**src/rtl/pwm_multi_pkg.sv**
```systemverilog
// rtl/pwm_multi_pkg.sv - mode and count-direction encodings for the multi-channel PWM
package pwm_multi_pkg;

    localparam logic MODE_EDGE   = 1'b0;
    localparam logic MODE_CENTER = 1'b1;

    localparam logic DIR_UP      = 1'b0;
    localparam logic DIR_DOWN    = 1'b1;

endpackage

```
**src/rtl/pwm_channel.sv**
```systemverilog
// rtl/pwm_channel.sv - one duty comparator with double-buffered duty and registered output
module pwm_channel
    import pwm_multi_pkg::*;
#(
    parameter int   WIDTH = 8,
    parameter logic POL   = 1'b0
) (
    input  logic             clk,
    input  logic             rst,
    input  logic             en,
    input  logic [WIDTH-1:0] cnt,
    input  logic             dir,
    input  logic             mute,
    input  logic             boundary,
    input  logic [WIDTH-1:0] duty,
    output logic             pwm
);

    logic [WIDTH-1:0] duty_s;
    logic             active;

    // The down phase uses <= so the pulse mirrors the up phase about the period start.
    always_comb begin
        active = 1'b0;
        if (!mute) begin
            active = (dir == DIR_DOWN) ? (cnt <= duty_s) : (cnt < duty_s);
        end
    end

    always_ff @(posedge clk or posedge rst) begin
        if (rst) begin
            duty_s <= '0;
            pwm    <= POL;
        end else begin
            if (!en || boundary) begin
                duty_s <= duty;
            end
            pwm <= en ? (active ^ POL) : POL;
        end
    end

endmodule

```
**src/rtl/pwm_timebase.sv**
```systemverilog
// rtl/pwm_timebase.sv - reset synchroniser, shared period counter and boundary generation
module pwm_timebase
    import pwm_multi_pkg::*;
#(
    parameter int WIDTH = 8
) (
    input  logic             clk,
    input  logic             arst,
    input  logic             en,
    input  logic             mode,
    input  logic [WIDTH-1:0] top,
    output logic             rst_sync,
    output logic [WIDTH-1:0] cnt,
    output logic             dir,
    output logic             boundary,
    output logic             mute
);

    logic [1:0]       sync_q;
    logic [WIDTH-1:0] top_s;
    logic             mode_s;

    // Assert immediately, release on the second clock after arst falls.
    always_ff @(posedge clk or posedge arst) begin
        if (arst) begin
            sync_q <= 2'b11;
        end else begin
            sync_q <= {sync_q[0], 1'b0};
        end
    end

    assign rst_sync = sync_q[1];

    always_comb begin
        boundary = 1'b0;
        if (top_s == '0) begin
            boundary = 1'b1;
        end else if (mode_s == MODE_EDGE) begin
            boundary = (cnt == top_s);
        end else begin
            boundary = (dir == DIR_DOWN) && (cnt == WIDTH'(1));
        end
    end

    // A zero-length centre period has no up or down phase, so nothing may fire.
    assign mute = (mode_s == MODE_CENTER) && (top_s == '0);

    always_ff @(posedge clk or posedge rst_sync) begin
        if (rst_sync) begin
            cnt    <= '0;
            dir    <= DIR_UP;
            top_s  <= '0;
            mode_s <= MODE_EDGE;
        end else if (!en || boundary) begin
            cnt    <= '0;
            dir    <= DIR_UP;
            top_s  <= top;
            mode_s <= mode;
        end else if (mode_s == MODE_EDGE) begin
            cnt <= cnt + WIDTH'(1);
        end else if (dir == DIR_UP) begin
            cnt <= cnt + WIDTH'(1);
            if (cnt == top_s - WIDTH'(1)) begin
                dir <= DIR_DOWN;
            end
        end else begin
            cnt <= cnt - WIDTH'(1);
        end
    end

endmodule

```
**src/rtl/pwm_multi.sv**
```systemverilog
// rtl/pwm_multi.sv - multi-channel PWM sharing one period counter across CHANNELS comparators
module pwm_multi #(
    parameter int                  WIDTH    = 8,
    parameter int                  CHANNELS = 4,
    parameter logic [CHANNELS-1:0] POLARITY = {CHANNELS{1'b0}}
) (
    input  logic                      CLK,
    input  logic                      aRSTin,
    input  logic                      EN,
    input  logic                      MODE,
    input  logic [WIDTH-1:0]          TOP,
    input  logic [CHANNELS*WIDTH-1:0] Din,
    output logic [CHANNELS-1:0]       PWM,
    output logic                      PERIOD_END
);

    logic             rst_sync;
    logic [WIDTH-1:0] cnt;
    logic             dir;
    logic             boundary;
    logic             mute;

    pwm_timebase #(
        .WIDTH(WIDTH)
    ) u_timebase (
        .clk      (CLK),
        .arst     (aRSTin),
        .en       (EN),
        .mode     (MODE),
        .top      (TOP),
        .rst_sync (rst_sync),
        .cnt      (cnt),
        .dir      (dir),
        .boundary (boundary),
        .mute     (mute)
    );

    for (genvar k = 0; k < CHANNELS; k++) begin : g_ch
        pwm_channel #(
            .WIDTH (WIDTH),
            .POL   (POLARITY[k])
        ) u_ch (
            .clk      (CLK),
            .rst      (rst_sync),
            .en       (EN),
            .cnt      (cnt),
            .dir      (dir),
            .mute     (mute),
            .boundary (boundary),
            .duty     (Din[k*WIDTH +: WIDTH]),
            .pwm      (PWM[k])
        );
    end

    // Registered alongside PWM so the strobe lines up with the last count's output.
    always_ff @(posedge CLK or posedge rst_sync) begin
        if (rst_sync) begin
            PERIOD_END <= 1'b0;
        end else begin
            PERIOD_END <= EN && boundary;
        end
    end

endmodule

```
**config.mk**
```make
export PLATFORM = sky130hd
export DESIGN_NAME = pwm_multi
export DESIGN_NICKNAME = d
export VERILOG_FILES = /design/src/rtl/pwm_multi_pkg.sv /design/src/rtl/pwm_channel.sv /design/src/rtl/pwm_timebase.sv /design/src/rtl/pwm_multi.sv
export SDC_FILE = /design/constraint.sdc
export NUM_CORES = 1
export LEC_CHECK = 0
export ABC_AREA = 1
export BUFFER_PORTS_ARGS = -buffer_cell sky130_fd_sc_hd__buf_2
export CORE_ASPECT_RATIO = 1.2
export CORE_MARGIN = 2
export CORE_UTILIZATION = 45
export DETAILED_ROUTE_END_ITERATION = 8
export PLACE_DENSITY = 0.72
export SLEW_MARGIN = 5
export SYNTH_ARGS = -nofsm -noshare
export SYNTH_HDL_FRONTEND = slang
export SYNTH_SLANG_ARGS = --single-unit
```
**constraint.sdc**
```tcl
create_clock -name CLK -period 1.9 [get_ports CLK]
set_input_delay 0.38 -clock CLK [delete_from_list [all_inputs] [get_ports CLK]]
set_output_delay 0.38 -clock CLK [all_outputs]
set_load 0.005 [all_outputs]
```
==> metrics.yaml <==
critical_path:
  cp_slowest_stage_delay_ps: 430
  critPathRequiredTime_ps: 2180
  worstPathMaxFanout: 29
  critPathLaunchType: "flop"
  cp_cell_sequence: "inv_1, ha_1, nand2_1, nor2_1, nor2_2, buf_4, nand4_1, nand2_1"
  worstPathArrival_ps: 2020
  endpoint_kind: "flop"
  cp_slowest_cell: "dfrtp_1"
  worstSetupPathType: "reg -> reg"
  path_common_cell: "nand2_1"
logic_synthesis:
  netlist_area_sq_um: 3700
  syn-instance-count: 494
  synth_edf_count: 0
  yosysSeqAreaShare_pct: 38.6
  synth.distinct_cells: 31
  synthArstFlopShare_pct: 100
  synth.top_cells.by_area: "dfrtp_1, nand2_1, ha_1, nand4_1, inv_1"
  syn-num-nets: 575
  synth.top_cell.area_share_pct: 37.2
  yosys_register_bits: 57
  yosys.area.top_type: "dfrtp_1"
  yosysWarnings: 0
  synth_ff_type: "dfrtp_1"
  postSynthAreaPerCell_sq_um: 7.49
power_and_ir_drop:
  clock_power_share_pct: 31.8
  p_int_mw: 2.16
  seqPwrFrac_pct: 45.2
  total_power_mw: 3.16
  power_switching_mw: 0.999
  combPwrFrac_pct: 23.0
  switching_share_pct: 31.6
  vdd_drop_max_mv: 0.439
  cellPowerDensity_nw_per_um2: 743
  power_leakage_nw: 2.37
placed_design:
  dpl.hpwl_mm: 6.86
  dp_cells: 630
  portBuffers: 48
  gp_congestion: 1.03
  dpl_cell_area_sq_um: 4080
  place_ws_ps: 171
sta:
  setup_violations: 0
  final.setup_skew_ps: 5.44
  min_period_ps: 1740
  hold_viol: 0
  fin_setup_tns_ps: 0
  finalMaxSlewViolations: 0
  slew_headroom_pct: 62.8
  fmax_mhz: 575
  holdWs_ps: 49.8
  min_period_over_period_pct: 91.5
  worst_slack_ps: 161
  rsz0062_at_grt: "false"
  tightest_slew_ps: 558
global_routing:
  grtUsageMet1_pct: 26.3
  overflow: 0
  grt_max_degree: 32
  grt_pass1_wl_mm: 15.3
  grt_usage_pct: 22.3
  grt_pass1_vias: 3339
  antenna_found_initial: 0
  met3_usage_pct: 5.08
  busiest_layer: "met2"
  use_met2_pct: 39.6
floorplanning:
  die_w_microns: 86.8
  die-area_sq_um: 8970
  ios: 49
  fp.dieH_microns: 103
  initial_utilization_pct: 45.9
  std_cell_rows: 36
  coreArea_sq_um: 8060
detailed_routing:
  post_drt_wl_per_cell_microns: 14.3
  vias_per_cell: 5.21
  drtAntennaViolNets: 0
  drt_iter0_markers: 281
  drc_errors: 0
  finalWirelength_mm: 9.23
  vias: 3365
  dr.pass1.iters: 4
final_layout:
  final_nets: 627
  area_growth_pct: 15.0
  n_antenna_cell: 0
  stdcell_count: 646
  drive_gt1_share_pct: 16.0
  stdcell_area_sq_um: 4260
  fill_cells: 786
  final_util_pct: 52.8
clock_network:
  cts_buffers: 9
  cts_sinks: 57
  clock_insertion_delay_worst_skew_ps: 340
  clk_pin_slew_ps: 60
  cts_root_buffer: "clkbuf_8"
  clockBufferDepth: 2
  tritoncts: "built"
  postCtsHoldBufs: 0
  cts_resized: 0
  postCtsSetupRepairBufs: 0
  htree_levels: 3
status:
  status: "finished clean"
worst_hold_path:
  hold_class: "in -> async"
run:
  drv_cap: 0
[final timing paths]
path / from / endpoint / slack, ps / cells after the start
max in group asynchronous: u_timebase.sync_q[1] / g_ch[3].u_ch.duty_s[3] / 1020 / 2
max reg2reg: u_timebase.top_s[0] / g_ch[1].u_ch.duty_s[4] / 160 / 8
min: aRSTin / u_timebase.sync_q[1] / 50 / 2
max: u_timebase.top_s[0] / g_ch[1].u_ch.duty_s[4] / 160 / 8
min in group CLK: Din[13] / g_ch[1].u_ch.duty_s[5] / 230 / 3
min reg2reg: u_timebase.sync_q[1] / g_ch[0].u_ch.pwm / 310 / 1
[power by group through the flow]
stage | Clock (mW) | Sequential [mW] | Combinational [mW]
final | 1.01 | 1.43 | 0.727
after CTS | 1.04 | 1.43 | 0.734
after global routing | 1.10 | 1.44 | 0.843
after global placement | 0 | 1.44 | 0.703
after detailed placement | 0 | 1.45 | 0.730
after floorplan | 0 | 1.43 | 0.515
[kinds of logic after synthesis]
group | synth area share [%]
AND/OR/NAND/NOR | 32.8
buffers and inverters | 9.16
flip-flops | 38.6
adder cells (fa/ha/maj) | 12.5
AO/OA/AOI/OAI | 4.46
XOR/XNOR | 2.37
other | 0.101
[state kept, by name (all words and copies together) (netlist names)]
signal / flops
u_timebase.mode_s: 1
u_timebase.top_s: 8
u_timebase.cnt: 8
g_ch.u_ch.pwm: 4
g_ch.u_ch.duty_s: 32
u_timebase.sync_q: 2
PERIOD_END: 1
u_timebase.dir: 1
[routing by layer]
metal	part of all wire (%)	vias up
met5	0	-
met3	5.2	15
li1	-	1703
met1	42	1570
met2	51	77
met4	2.2	0
[cell type report]
type / count / area [sq um] / area share [%]
clock buffers: 13 / 159 / 3.73
clock inverters: 3 / 15.0 / 0.353
inverters: 58 / 218 / 5.11
multi-input cells: 356 / 1930 / 45.4
flip-flops and latches: 57 / 1430 / 33.6
well taps: 95 / 119 / 2.79
repair buffers: 64 / 385 / 9.05
[Yosys cell counts (2+ instances only)]
cell type	number
ha_1	37
dfrtp_1	55
o21ai_0	4
xnor2_1	3
nand2_1	161
a21oi_1	19
buf_6	2
clkbuf_1	9
nor2_1	43
o211ai_1	4
buf_1	4
inv_1	57
nand4_1	45
nor3_1	4
buf_2	3
dfstp_2	2
xor2_1	7
buf_4	4
nand3_1	19
[cell usage in the layout (no fill, tap or decap), types with 3 or more instances in the layout]
cell	Yosys	routed
xor2_1	7	7
buf_2	3	48
xnor2_1	3	3
nand3_1	19	19
nand2_1	161	161
ha_1	37	37
a21oi_1	19	19
nor2_1	43	43
buf_4	4	14
dfrtp_1	55	55
inv_1	57	56
o21ai_0	4	4
o211ai_1	4	4
clkbuf_8	0	11
clkinv_2	0	3
nand4_1	45	45
nor3_1	4	4
[critical path: cells and delay by family (launching register included)]
| family | cells | cell delay, ps |
|---|---|---|
| DFF | 1 | 430 |
| adders and majority gates | 1 | 210 |
| buffers and inverters | 2 | 460 |
| and+or+nand+nor | 5 | 550 |
Note: power is estimated with default switching activity, not from simulation.
